### src/rtl/noc_flit_rx_endpoint_pkg.sv
// Shared types and helpers for the NoC flit receive endpoint.
// Optional packet checker in the top is enabled by NOC_RX_PKT_CHECK_EN.
package noc_flit_rx_endpoint_pkg;

    // Default link geometry; the top exposes these as overridable parameters.
    localparam int FLIT_WIDTH_DEF  = 128;
    localparam int TID_WIDTH_DEF   = 2;
    localparam int TDEST_WIDTH_DEF = 2;
    localparam int DEST_WIDTH_DEF  = TID_WIDTH_DEF + TDEST_WIDTH_DEF;

    // One flit as carried on the router link at default geometry.
    typedef struct packed {
        logic [FLIT_WIDTH_DEF-1:0] data;
        logic [DEST_WIDTH_DEF-1:0] dest;
        logic                      is_tail;
    } flit_t;

    // The dest field is packed {tid, tdest}; these split it back apart.
    function automatic logic [TID_WIDTH_DEF-1:0] dest_tid(input logic [DEST_WIDTH_DEF-1:0] dest);
        return dest[DEST_WIDTH_DEF-1:TDEST_WIDTH_DEF];
    endfunction

    function automatic logic [TDEST_WIDTH_DEF-1:0] dest_tdest(input logic [DEST_WIDTH_DEF-1:0] dest);
        return dest[TDEST_WIDTH_DEF-1:0];
    endfunction

    // Width of the lane counter; at least one bit so SF=1 stays legal.
    function automatic int cnt_width(input int sf);
        return (sf > 1) ? $clog2(sf) : 1;
    endfunction

endpackage

### src/rtl/noc_flit_rx_endpoint_fifo.sv
// Show-ahead flit FIFO: head entry is visible on rd_data whenever not empty.
// A push into a full FIFO is accepted when a pop happens on the same edge.
module noc_flit_rx_endpoint_fifo
    import noc_flit_rx_endpoint_pkg::*;
#(
    parameter int WIDTH = 8,
    parameter int DEPTH = 4
)(
    input  logic             clk,
    input  logic             rst_n,
    input  logic             push,
    input  logic [WIDTH-1:0] wr_data,
    input  logic             pop,
    output logic [WIDTH-1:0] rd_data,
    output logic             full,
    output logic             empty
);

    localparam int PTR_WIDTH = (DEPTH > 1) ? $clog2(DEPTH) : 1;
    localparam int CNT_WIDTH = $clog2(DEPTH + 1);
    localparam logic [PTR_WIDTH-1:0] LAST_PTR  = PTR_WIDTH'(DEPTH - 1);
    localparam logic [CNT_WIDTH-1:0] DEPTH_CNT = CNT_WIDTH'(DEPTH);

    logic [WIDTH-1:0]     mem [DEPTH];
    logic [PTR_WIDTH-1:0] wr_ptr;
    logic [PTR_WIDTH-1:0] rd_ptr;
    logic [CNT_WIDTH-1:0] count;
    logic                 do_push;
    logic                 do_pop;

    assign full    = (count == DEPTH_CNT);
    assign empty   = (count == '0);
    assign do_pop  = pop && !empty;
    assign do_push = push && (!full || do_pop);
    assign rd_data = mem[rd_ptr];

    // Storage array; contents need no reset because count gates visibility.
    always_ff @(posedge clk) begin
        if (do_push) begin
            mem[wr_ptr] <= wr_data;
        end
    end

    // Pointers wrap modulo DEPTH; occupancy tracks push/pop pairs.
    always_ff @(posedge clk or negedge rst_n) begin
        if (!rst_n) begin
            wr_ptr <= '0;
            rd_ptr <= '0;
            count  <= '0;
        end else begin
            if (do_push) begin
                wr_ptr <= (wr_ptr == LAST_PTR) ? '0 : wr_ptr + 1'b1;
            end
            if (do_pop) begin
                rd_ptr <= (rd_ptr == LAST_PTR) ? '0 : rd_ptr + 1'b1;
            end
            case ({do_push, do_pop})
                2'b10:   count <= count + 1'b1;
                2'b01:   count <= count - 1'b1;
                default: count <= count;
            endcase
        end
    end

endmodule

### src/rtl/noc_flit_rx_endpoint.sv
// Receive end of a credit-based router link, presented as an AXI-Stream master.
// Flits are buffered, regrouped SERIALIZATION_FACTOR per beat, and each popped
// flit returns one credit upstream. Define NOC_RX_PKT_CHECK_EN to build the
// packet integrity checker driving pkt_err; otherwise pkt_err is tied low.
//
// Handshake: a beat transfers on an edge where axis_out_tvalid and
// axis_out_tready are both high; tvalid never depends combinationally on
// tready, and tdata/tlast/tid/tdest hold steady while tvalid waits.
module noc_flit_rx_endpoint
    import noc_flit_rx_endpoint_pkg::*;
#(
    parameter int FLIT_WIDTH           = 128,
    parameter int TID_WIDTH            = 2,
    parameter int TDEST_WIDTH          = 2,
    parameter int DEST_WIDTH           = TID_WIDTH + TDEST_WIDTH,
    parameter int SERIALIZATION_FACTOR = 1,
    parameter int BUFFER_DEPTH         = 4,
    localparam int TDATA_WIDTH         = FLIT_WIDTH * SERIALIZATION_FACTOR
)(
    input  logic                   clk_noc,
    input  logic                   rst_n,
    input  logic [FLIT_WIDTH-1:0]  data_in,
    input  logic [DEST_WIDTH-1:0]  dest_in,
    input  logic                   is_tail_in,
    input  logic                   send_in,
    output logic                   credit_out,
    output logic                   axis_out_tvalid,
    input  logic                   axis_out_tready,
    output logic [TDATA_WIDTH-1:0] axis_out_tdata,
    output logic                   axis_out_tlast,
    output logic [TID_WIDTH-1:0]   axis_out_tid,
    output logic [TDEST_WIDTH-1:0] axis_out_tdest,
    output logic                   overflow_err,
    output logic                   pkt_err
);

    localparam int FIFO_WIDTH = FLIT_WIDTH + DEST_WIDTH + 1;
    localparam int CNT_WIDTH  = cnt_width(SERIALIZATION_FACTOR);
    localparam logic [CNT_WIDTH-1:0] LAST_LANE = CNT_WIDTH'(SERIALIZATION_FACTOR - 1);

    logic [FIFO_WIDTH-1:0]  fifo_wr_data;
    logic [FIFO_WIDTH-1:0]  fifo_rd_data;
    logic                   fifo_full;
    logic                   fifo_empty;
    logic                   fifo_pop;

    logic [FLIT_WIDTH-1:0]  head_data;
    logic [DEST_WIDTH-1:0]  head_dest;
    logic                   head_tail;

    logic [CNT_WIDTH-1:0]   lane_cnt;
    logic [TDATA_WIDTH-1:0] gather_data;
    logic [TDATA_WIDTH-1:0] beat_data;
    logic                   beat_done;
    logic                   out_free;
    logic                   out_valid;

    assign fifo_wr_data = {data_in, dest_in, is_tail_in};
    assign {head_data, head_dest, head_tail} = fifo_rd_data;

    noc_flit_rx_endpoint_fifo #(
        .WIDTH (FIFO_WIDTH),
        .DEPTH (BUFFER_DEPTH)
    ) u_fifo (
        .clk     (clk_noc),
        .rst_n   (rst_n),
        .push    (send_in),
        .wr_data (fifo_wr_data),
        .pop     (fifo_pop),
        .rd_data (fifo_rd_data),
        .full    (fifo_full),
        .empty   (fifo_empty)
    );

    // Lanes already gathered plus the FIFO head dropped into the current lane.
    always_comb begin
        beat_data = gather_data;
        for (int k = 0; k < SERIALIZATION_FACTOR; k++) begin
            if (CNT_WIDTH'(k) == lane_cnt) begin
                beat_data[k*FLIT_WIDTH +: FLIT_WIDTH] = head_data;
            end
        end
    end

    // A beat closes on the last lane or early on a tail. A closing flit stays
    // in the FIFO until the output register can take the beat, so an idle
    // sink costs no credits beyond the one beat held in the register.
    assign beat_done = head_tail || (lane_cnt == LAST_LANE);
    assign out_free  = !out_valid || axis_out_tready;
    assign fifo_pop  = !fifo_empty && (!beat_done || out_free);

    // Gather lanes: accumulate non-closing flits, clear after a beat closes.
    always_ff @(posedge clk_noc or negedge rst_n) begin
        if (!rst_n) begin
            lane_cnt    <= '0;
            gather_data <= '0;
        end else if (fifo_pop) begin
            if (beat_done) begin
                lane_cnt    <= '0;
                gather_data <= '0;
            end else begin
                lane_cnt    <= lane_cnt + 1'b1;
                gather_data <= beat_data;
            end
        end
    end

    // Output register: load a closed beat, release it once the sink takes it.
    always_ff @(posedge clk_noc or negedge rst_n) begin
        if (!rst_n) begin
            out_valid      <= 1'b0;
            axis_out_tdata <= '0;
            axis_out_tlast <= 1'b0;
            axis_out_tid   <= '0;
            axis_out_tdest <= '0;
        end else if (fifo_pop && beat_done) begin
            out_valid      <= 1'b1;
            axis_out_tdata <= beat_data;
            axis_out_tlast <= head_tail;
            axis_out_tid   <= head_dest[DEST_WIDTH-1:TDEST_WIDTH];
            axis_out_tdest <= head_dest[TDEST_WIDTH-1:0];
        end else if (axis_out_tready) begin
            out_valid      <= 1'b0;
        end
    end

    assign axis_out_tvalid = out_valid;

    // One credit pulse per popped flit; sticky flag for a drop on a full FIFO.
    always_ff @(posedge clk_noc or negedge rst_n) begin
        if (!rst_n) begin
            credit_out   <= 1'b0;
            overflow_err <= 1'b0;
        end else begin
            credit_out <= fifo_pop;
            if (send_in && fifo_full && !fifo_pop) begin
                overflow_err <= 1'b1;
            end
        end
    end

`ifdef NOC_RX_PKT_CHECK_EN
    logic                  in_pkt;
    logic [DEST_WIDTH-1:0] pkt_dest;
    logic                  pop_in_pkt;
    logic                  pkt_err_q;
    logic                  push_ok;

    assign push_ok = send_in && (!fifo_full || fifo_pop);

    // Packet checker: body flits must match the head's dest, and for SF>1 a
    // tail of a multi-flit packet must not open a fresh beat in lane 0.
    always_ff @(posedge clk_noc or negedge rst_n) begin
        if (!rst_n) begin
            in_pkt     <= 1'b0;
            pkt_dest   <= '0;
            pop_in_pkt <= 1'b0;
            pkt_err_q  <= 1'b0;
        end else begin
            if (push_ok) begin
                if (in_pkt) begin
                    if (dest_in != pkt_dest) begin
                        pkt_err_q <= 1'b1;
                    end
                    if (is_tail_in) begin
                        in_pkt <= 1'b0;
                    end
                end else if (!is_tail_in) begin
                    in_pkt   <= 1'b1;
                    pkt_dest <= dest_in;
                end
            end
            if (fifo_pop) begin
                pop_in_pkt <= !head_tail;
                if ((SERIALIZATION_FACTOR > 1) && head_tail && (lane_cnt == '0) && pop_in_pkt) begin
                    pkt_err_q <= 1'b1;
                end
            end
        end
    end

    assign pkt_err = pkt_err_q;
`else
    assign pkt_err = 1'b0;
`endif

endmodule

### config.mk
export PLATFORM = sky130hd
export DESIGN_NAME = noc_flit_rx_endpoint
export DESIGN_NICKNAME = d
export VERILOG_FILES = /design/src/rtl/noc_flit_rx_endpoint_pkg.sv /design/src/rtl/noc_flit_rx_endpoint_fifo.sv /design/src/rtl/noc_flit_rx_endpoint.sv
export SDC_FILE = /design/constraint.sdc
export NUM_CORES = 1
export LEC_CHECK = 0
export BUFFER_PORTS_ARGS = -buffer_cell sky130_fd_sc_hd__buf_2
export CAP_MARGIN = 20
export CORE_MARGIN = 2
export CORE_UTILIZATION = 53
export CTS_CLUSTER_SIZE = 10
export DETAILED_ROUTE_END_ITERATION = 10
export HOLD_SLACK_MARGIN = 0.1
export PLACE_DENSITY = 0.75
export SYNTH_ARGS = -nofsm -noshare
export SYNTH_HDL_FRONTEND = slang
export SYNTH_HIERARCHICAL = 1
export SYNTH_SLANG_ARGS = --single-unit
### constraint.sdc
create_clock -name clk_noc -period 5 [get_ports clk_noc]
set_input_delay 0.25 -clock clk_noc [delete_from_list [all_inputs] [get_ports clk_noc]]
set_output_delay 0.25 -clock clk_noc [all_outputs]
set_load 0.01 [all_outputs]
==> After elaboration in Yosys (flattened, before gate mapping) <==
Memories as Yosys holds them, arrays and structs flattened.
Cells that the tools add are included.
{ "classes": {"addsub": 5, "n_mul": 0, "div": 0, "n_lt_le_gt_ge": 0, "eq_ne": 5, "shifts": 0, "mux": 10, "bitwise_logic": 1, "n_reduce_logical": 18} }
{ "ops": {"columns": ["operator", "n"], "rows": [
  ["$mux W128", 2],
  ["$eq A2 B2 Y1 const B", 3],
  ["$logic_and A1 B1 Y1", 6],
  ["$pmux W3 S2", 1],
  ["$logic_not A1 Y1", 5],
  ["$mux W1", 5],
  ["$add A2 B1 Y2 const B", 2],
  ["$logic_or A1 B1 Y1", 4],
  ["$mux W2", 2],
  ["$reduce_bool A2 Y1", 2],
  ["$add A3 B1 Y3 const B", 1],
  ["$eq A3 B3 Y1 const B", 1],
  ["$logic_not A3 Y1", 1],
  ["$sub A3 B1 Y3 const B", 1],
  ["$eq A2 B1 Y1 const B", 1],
  ["$add A1 B1 Y1 const B", 1],
  ["$not A1 Y1", 1]
]} }
{ "totals": {"ff_bits": 272, "latchBits": 0, "mem_bits_rw": 532, "rom_bits": 0, "output_inout_bits": 137, "elab_cells": 52, "memories": 1} }
{ "mem_list": {"columns": ["memory", "words", "word_bits", "rd", "rd_ports_with_merged_regs", "write_ports", "line_no", "source"], "rows": [
  ["u_fifo.mem", 4, 133, 1, 0, 1, "noc_flit_rx_endpoint_fifo.sv:24", "logic [WIDTH-1:0] mem [DEPTH];"]
]} }

==> Depth between registers and ports, before layout <==
Gate-level depths: netlist of the first run.
{ "logic_depth": {"word_depth": 10, "ltp_mapped": 13, "mapped_depth_nobuf": 11} }

==> Cells and area by module <==
Netlist of the first run, hierarchy kept.
{ "by_module_without_submodules": {"columns": ["mod", "instances", "cells_each", "area_each_um2"], "rows": [
  ["noc_flit_rx_endpoint_fifo", 1, 737, 19613.8],
  ["noc_flit_rx_endpoint", 1, 709, 10709.0]
]} }

==> Worst setup path before layout of the first run <==
OpenSTA, ideal clock, no wires.
{ "synth_timing": {"kind": "reg-to-reg", "from": "register u_fifo.rd_ptr[0]", "to": "memory u_fifo/mem[0][0] in the netlist's numbering (enable)", "setup_ns": 0.435, "arrival_ns": 3.576, "required_time_ns": 4.565, "path_slack_ns": 0.989, "path_stages_with_launch": 8, "path_buffers": 2, "synth_period_minus_slack_ns": 4.011, "path_cell_list": "dfrtp_1 -> buf_2 -> buf_6 -> mux4_2 -> nand2b_1 -> a21oi_1 -> o21a_4 -> and2_2"} }
{ "synth_via": {"elab_chain_cells": 10} }
{ "synth_lines": {"columns": ["element", "line_no", "source"], "rows": [
  ["from (decl)", "noc_flit_rx_endpoint_fifo.sv:26", "logic [PTR_WIDTH-1:0] rd_ptr;"],
  ["from (signal assigned)", "noc_flit_rx_endpoint_fifo.sv:55", "rd_ptr <= (rd_ptr == LAST_PTR) ? '0 : rd_ptr + 1'b1;"],
  ["$mem_v2 Z4 W133", null, null],
  ["net fifo_rd_data[0]", "noc_flit_rx_endpoint.sv:42", "logic [FIFO_WIDTH-1:0] fifo_rd_data;"],
  ["$logic_or A1 B1 Y1", "noc_flit_rx_endpoint.sv:88", "assign beat_done = head_tail || (lane_cnt == LAST_LANE);"],
  ["$logic_not A1 Y1", "noc_flit_rx_endpoint.sv:90", "assign fifo_pop = !fifo_empty && (!beat_done || out_free);"],
  ["$logic_or A1 B1 Y1", "noc_flit_rx_endpoint.sv:90", null],
  ["$logic_and A1 B1 Y1", "noc_flit_rx_endpoint.sv:90", null],
  ["net fifo_pop", "noc_flit_rx_endpoint.sv:45", "logic fifo_pop;"],
  ["$logic_and A1 B1 Y1", "noc_flit_rx_endpoint_fifo.sv:33", "assign do_pop = pop && !empty;"],
  ["$logic_or A1 B1 Y1", "noc_flit_rx_endpoint_fifo.sv:34", "assign do_push = push && (!full || do_pop);"],
  ["$logic_and A1 B1 Y1", "noc_flit_rx_endpoint_fifo.sv:34", null],
  ["$mux W1", "noc_flit_rx_endpoint_fifo.sv:39", "if (do_push) begin"],
  ["$mux W1 (implied by the code)", "noc_flit_rx_endpoint_fifo.sv:40", "mem[wr_ptr] <= wr_data;"],
  ["to (decl)", "noc_flit_rx_endpoint_fifo.sv:24", null]
]} }
The timed path passes the listed nets, and every way through them passes these cells.

==> Worst setup path after layout of the first run <==
{ "layout_timing": {"from": "register u_fifo.rd_ptr[1]", "to": "memory u_fifo/mem[1][119] in the netlist's numbering (enable)"} }
Same word-level chain as after synthesis.

==> results of run 1 <==
[worst max-delay path, cell delays in order, from the launching register on]
cell and delay, ns:
dfrtp_4 0.79, mux4_2 0.44, nand2b_1 0.18, a21oi_1 0.42, o21a_4 0.27, and2_4 0.70, buf_12 0.39
[layout by cell type, fill, tap and decap left out, drive strengths merged, types with 3 or more instances in the layout]
cell type and n:
edfxtp 532, buf 294, dfrtp 272, mux2 264, clkbuf 164, dlygate4sd3 136, mux4 133, and2 132
inv 8, ha 6, diode 4, nand2b 3, nor2 3, nor2b 3
[cell families (layout without fill, tap and decap cells)]
| family | count (synthesis) | count (layout) | synth area share |
|---|---|---|---|
| mux | 397 | 397 | 0.1971 |
| buf+inv | 82 | 603 | 0.01527 |
| other cells | 1 | 5 | 0.0001237 |
| flops | 804 | 804 | 0.7513 |
| fa+ha+maj | 7 | 7 | 0.003136 |
| xor+xnor | 3 | 3 | 0.0008667 |
| simple gates | 147 | 147 | 0.03086 |
| compound gates | 5 | 5 | 0.001361 |
[power by group through the flow]
stage          sequential (mW)  clock (mW)  combinational [mW]
2_1_floorplan             9.55           0                4.05
3_3_place_gp              9.35           0                6.02
3_5_place_dp              9.44           0                6.15
4_1_cts                   9.33        6.19                6.30
5_1_grt                   9.45        6.48                6.67
6_report                  9.31        6.08                6.19
[sequential cells by signal (all words and copies together) (netlist names), 2 cells and up]
| name | cells |
|---|---|
| u_fifo/mem | 532 |
| axis_out_tdata | 128 |
| gather_data | 128 |
| u_fifo/count | 3 |
| axis_out_tdest | 2 |
| axis_out_tid | 2 |
| u_fifo/rd_ptr | 2 |
| u_fifo/wr_ptr | 2 |
[Yosys cell counts]
library cell / count / share of area
or3b_1: 1 / 0.00029
nand2b_1: 3 / 0.00062
inv_1: 8 / 0.00099
clkbuf_1: 24 / 0.0030
mux4_2: 133 / 0.099
mux2_2: 261 / 0.097
buf_2: 34 / 0.0056
and2_1: 128 / 0.026
dfrtp_1: 272 / 0.22
a21oi_1: 1 / 0.00016
mux2_4: 2 / 0.00099
and2_2: 4 / 0.00099
nor3_1: 1 / 0.00016
o21ai_0: 1 / 0.00016
a22o_1: 1 / 0.00029
mux2_1: 1 / 0.00037
ha_1: 6 / 0.0025
nand2_1: 2 / 0.00025
buf_4: 2 / 0.00050
nor2_1: 3 / 0.00037
nor2b_1: 2 / 0.00041
o21a_4: 1 / 0.00050
fa_1: 1 / 0.00066
edfxtp_1: 532 / 0.53
nor3_4: 1 / 0.00054
xnor2_1: 1 / 0.00029
o21bai_1: 1 / 0.00025
nor2b_4: 1 / 0.00045
conb_1: 1 / 0.00012
xor2_1: 2 / 0.00058
or3_4: 1 / 0.00037
buf_6: 14 / 0.0052
[worst min-delay path by stage]
stage and to:
2_1_floorplan axis_out_tdata[0]$_DFFE_PN0P_, 3_3_place_gp axis_out_tdata[22]$_DFFE_PN0P_, 3_5_place_dp gather_data[22]$_DFFE_PN0N_, 4_1_cts gather_data[22]$_DFFE_PN0N_, 5_1_grt gather_data[22]$_DFFE_PN0N_, 6_report gather_data[22]$_DFFE_PN0N_
[through the flow]
step	instances	area (sq um)
after floorplan	1446	30320
after global placement	2422	32500
after detailed placement	2422	32500
after CTS	2723	36580
after global routing	2727	36590
final	2727	36590
[area by class of cell]
cell class	instances	share of cell area
clock inverter	1	0.0001368
sequential	804	0.6230
antenna	4	0.0002736
tap	756	0.02585
multi-input combinational	560	0.1936
timing repair buffer	430	0.08228
inverter	8	0.0008208
clock buffer	164	0.07404
[layer usage]
layer  vias to the layer above  share of wire  global-route usage
li1                       6513              -                   -
met1                      7859           0.42              0.2930
met2                       432           0.50              0.3649
met3                       114          0.050             0.04047
met4                         6          0.029             0.08769
met5                         -        0.00055                   0
==> summary.txt, run 1 <==
status -> finished clean
Via density -> 5.473
DIE HEIGHT -> 243.2 um
largest net degree at the start of global routing -> 99
Hold Slack -> 0.2456 ns
Clock Latency Late Sink -> 0.62 ns
YS warnings -> 6
Final Cycle Share -> 0.7204
Hold WC Path Type -> in -> async
Tmin final -> 3.602 ns
Syn Nets -> 1590
crit path DAT -> 3.88 ns
CTS Sinks -> 804
Post-Synthesis Cell Area -> 0.03032 sq mm
layout cells sized above 1 -> 0.4077
Power Total -> 21.58 mW
setup slack, reg-to-reg -> 1.40 ns
GRT Overall Usage -> 0.2207
CTS Buf Count -> 91
relative slew slack -> 0.3367
Clk pwr share -> 0.282
Die W -> 243.2 um
sequential share of power -> 0.432
final hold viol count -> 0
drt total wl -> 63.39 mm
clk_skew -> 0.01374 ns
Place WS -> 1.347 ns
power per cell area -> 589.8 mW/mm^2
Internal Pwr Total -> 15.46 mW
first-pass GRT wire length -> 98.37 mm
initial antenna violation count -> 7
Layout Nets -> 2039
final worst slack -> 1.398 ns
1st-pass router iterations -> 5
H-tree levels -> 3
post-synth cell types -> 32
Max Slew Vio Count -> 0
clk slew on worst S/H paths -> 0.06 ns
grt ovf -> 0
die area -> 0.05914 sq mm
hpwl dp -> 33.87 mm
CP Launch Point -> u_fifo/rd_ptr[1]$_DFFE_PN0P_
Vias -> 14924
Critical Path Sink -> u_fifo/mem[1][119]$_DFFE_PP_
Port Buf Inserts -> 272
Worst Path Required -> 5.28 ns
antenna-violating nets left -> 0
GP Congestion -> 0.7385
post-DR wirelength/cell -> 23.24 um
Combinational Power Share -> 0.287
RSZ-0062 raised after global routing -> no
row cnt -> 87
Fmax -> 0.2776 GHz
CTS tree -> done
Max Buffers Root-to-Sink -> 3
crit path launch type -> register
worst r2r path cells -> 6
setup violators final -> 0
crit path max fanout -> 49
Worst Tran Pin Value -> 0.9949 ns
WS Path Type -> reg -> reg
max cap viols -> 0
Starting Density -> 0.5367
Area growth, synth to finish -> 20.66%
Post-Syn Instances -> 1446
Crit Reg-Reg Startpoint -> u_fifo/rd_ptr[1]$_DFFE_PN0P_
NetSw -> 6.119 mW
CP endpoint kind -> register
fillers -> 3679
# resized after CTS -> 0
multi-input logic area -> 0.007083 sq mm
clk root buf -> clkbuf_16
initial DRC count -> 958
number of global-route vias before repair -> 16588
Synth Area per Inst -> 20.97 sq um
R2R Path End -> u_fifo/mem[1][119]$_DFFE_PP_
DRC -> 0
sequential share of the synthesized area -> 0.7513
core area -> 0.05650 sq mm
synthesis-stage register bit count -> 804
Peak VDD IR -> 0.3974 mV
FF/Latch Area -> 0.02279 sq mm
Leak Pwr -> 13.82 nW
setup TNS -> 0 ns
fin util -> 0.6476
Sw Ratio -> 0.2836
CTS hold repair buffers -> 136
IO Pins -> 274
Post-CTS Setup Bufs -> 0
No activity file was read; power rests on OpenSTA's default activity.
==> run 2: changes to the inputs <==
--- a/config.mk
+++ b/config.mk
@@ -5,6 +5,7 @@
 export SDC_FILE = /design/constraint.sdc
 export NUM_CORES = 1
 export LEC_CHECK = 0
+export ABC_AREA = 1
 export BUFFER_PORTS_ARGS = -buffer_cell sky130_fd_sc_hd__buf_2
 export CAP_MARGIN = 20
 export CORE_MARGIN = 2
==> constraint.sdc (replaced) <==
create_clock -name clk_noc -period 3.5 [get_ports clk_noc]
set_input_delay 0.175 -clock clk_noc [delete_from_list [all_inputs] [get_ports clk_noc]]
set_output_delay 0.175 -clock clk_noc [all_outputs]
set_load 0.01 [all_outputs]
==> run 2 against run 1 <==
Register-to-register slack got worse by 0.86 ns. Combinational power grew 65%. Sequential share of layout area decreased by 3.6 points. Hold slack worse by 0.026 ns. Cell count increased by 56%. Total power grew 49%. Largest cell class unchanged. Highest routed layer unchanged.
==> summary.txt, run 2 <==
crit path max fanout -> 140
final hold viol count -> 0
Synth top cells by count -> nand2_1, edfxtp_1, inv_1
async set-reset flop share out of synthesis -> 0.3383
Worst Path Required -> 4.02 ns
number of global-route vias before repair -> 22430
Hold Slack -> 0.2194 ns
hpwl dp -> 40.74 mm
count leader, synth -> nand2_1
status -> finished clean
largest net degree at the start of global routing -> 268
most frequent cells in the layout -> nand2_1, edfxtp_1, inv_1, buf_2, dfrtp_1
Die W -> 252.2 um
Top reg by flops -> u_fifo/mem
Clock Latency Late Sink -> 0.64 ns
DRC -> 0
core area -> 0.06058 sq mm
drt total wl -> 77.06 mm
IO Pins -> 274
max reg flops -> 532
Post-Syn Instances -> 3037
Fmax -> 0.3377 GHz
power per cell area -> 827.9 mW/mm^2
top cell type by total area after synthesis -> edfxtp_1
# resized after CTS -> 0
row cnt -> 90
max cap viols -> 0
clk slew on worst S/H paths -> 0.06 ns
top cell type's share of synthesized area -> 0.4893
clk root buf -> clkbuf_16
Peak VDD IR -> 0.7161 mV
1st-pass router iterations -> 5
Area growth, synth to finish -> 18.99%
most common cell after layout, fill and taps aside -> nand2_1
CP endpoint kind -> register
GRT Overall Usage -> 0.2447
Tmin final -> 2.961 ns
Post-synth EDFFs -> 532
Worst Tran Pin Value -> 1.220 ns
relative slew slack -> 0.1866
initial antenna violation count -> 7
Max Buffers Root-to-Sink -> 3
CTS Sinks -> 804
biggest registers after layout -> u_fifo/mem (532), axis_out_tdata (128), gather_data (128)
Final Cycle Share -> 0.8460
Leak Pwr -> 18.13 nW
worst r2r path cells -> 10
fillers -> 4511
Layout Nets -> 3536
H-tree levels -> 3
CTS Buf Count -> 92
die area -> 0.06360 sq mm
multi-input logic area -> 0.007457 sq mm
ranking of synthesized cells by area -> edfxtp_1, dfrtp_1, nand2_1
most used flip-flop cell after synthesis -> edfxtp_1
fin util -> 0.6412
initial DRC count -> 1864
RSZ-0062 raised after global routing -> no
Starting Density -> 0.5389
Max Slew Vio Count -> 0
CTS tree -> done
Synth Area per Inst -> 10.75 sq um
layout cells sized above 1 -> 0.1251
Port Buf Inserts -> 272
antenna-violating nets left -> 0
post-DR wirelength/cell -> 18.10 um
WS Path Type -> reg -> reg
YS warnings -> 6
setup violators final -> 0
sequential share of the synthesized area -> 0.6978
post-synth cell types -> 23
crit path launch type -> register
synthesis-stage register bit count -> 804
Post-Synthesis Cell Area -> 0.03265 sq mm
Via density -> 5.293
clk_skew -> 0.02236 ns
GP Congestion -> 0.7700
first-pass GRT wire length -> 121.7 mm
Vias -> 22537
Syn Nets -> 3181
crit path DAT -> 3.48 ns
DIE HEIGHT -> 252.2 um
grt ovf -> 0
FF/Latch Area -> 0.02279 sq mm
Hold WC Path Type -> in -> async
## run 2: cell types whose count changed after synthesis, moves of 132 or more
cell and change:
o21ai_0 +134, a21oi_1 +132, o211ai_1 +133, mux4_2 -133, nand4_1 +133, inv_1 +408, nand2_1 +1063, mux2_2 -261
## run 2: area by class of cell
class                   instances  area share
flip-flops and latches        804      0.5868
multi-input cells            1627      0.1920
clock buffers                 163     0.06748
clock inverters                 7    0.002770
well taps                     782     0.02519
repair buffers                450     0.08490
inverters                     417     0.04042
diodes                          8   0.0005153
## run 2: final timing paths
path | from | to | slack (ns)
worst min register to register | gather_data[70]$_DFFE_PN0N_ | gather_data[70]$_DFFE_PN0N_ | 0.46
worst max-delay path | u_fifo/rd_ptr[0]$_DFFE_PN0P_ | axis_out_tdata[25]$_DFFE_PN0P_ | 0.54
max in group asynchronous | rst_n | axis_out_tdata[59]$_DFFE_PN0P_ | 2.40
worst min-delay path | rst_n | axis_out_tdata[94]$_DFFE_PN0P_ | 0.22
worst max register to register | u_fifo/rd_ptr[0]$_DFFE_PN0P_ | axis_out_tdata[25]$_DFFE_PN0P_ | 0.54
min in group clk_noc | data_in[23] | u_fifo/mem[3][28]$_DFFE_PP_ | 0.29
## run 2: critical path, stage by stage, from the launching register on
cell,delay (ns)
dfrtp_4,0.62
a21oi_1,0.18
o21ai_1,0.07
nand2_1,0.10
inv_1,0.07
nand2_4,0.07
buf_4,0.65
nand3_4,0.19
buf_12,0.26
nand2_1,0.25
nand2_1,0.09
## run 2: per-layer routing
metal | up-vias | routed length (um) | track usage
met5 | - | 13 | 0
met4 | 2 | 2031 | 0.08166
met3 | 155 | 4835 | 0.04192
met2 | 773 | 38370 | 0.4151
met1 | 10891 | 31810 | 0.3222
li1 | 10716 | - | -
## run 2: report_power, final
part           switching, mW  total [mW]  internal (mW)
clock network           3.63        8.75           5.12
registers              0.824        13.2           12.4
logic                   6.94        10.2           3.27
## run 2: cell families after synthesis
family | share of synthesized area
and+or+nand+nor | 0.1507
other | 0.0001149
DFF | 0.6978
xor gates and xnor gates | 0.0002683
buffers and inverters | 0.07657
AOI/OAI and AO/OA | 0.07167
adders and majority gates | 0.002913
## run 2: through the flow
step / instance area [sq um] / setup TNS [ns] / power, mW / setup WS [ns] / std cells
after global placement: 34740 / 0 / 23.02 / 0.6569 / 3944
after global routing: 38840 / 0 / 34.14 / 0.4510 / 4256
after CTS: 38830 / 0 / 32.26 / 0.6249 / 4250
after floorplan: 32740 / -316.23 / 20.23 / -0.6088 / 3037
after detailed placement: 34740 / 0 / 23.31 / 0.6631 / 3944
final: 38850 / 0 / 32.16 / 0.5391 / 4258
## run 2: repair_timing
item                      4_1_cts  5_1_grt
hold buffers                  136        0
setup buffers                   0        0
hold endpoints to repair      626        0
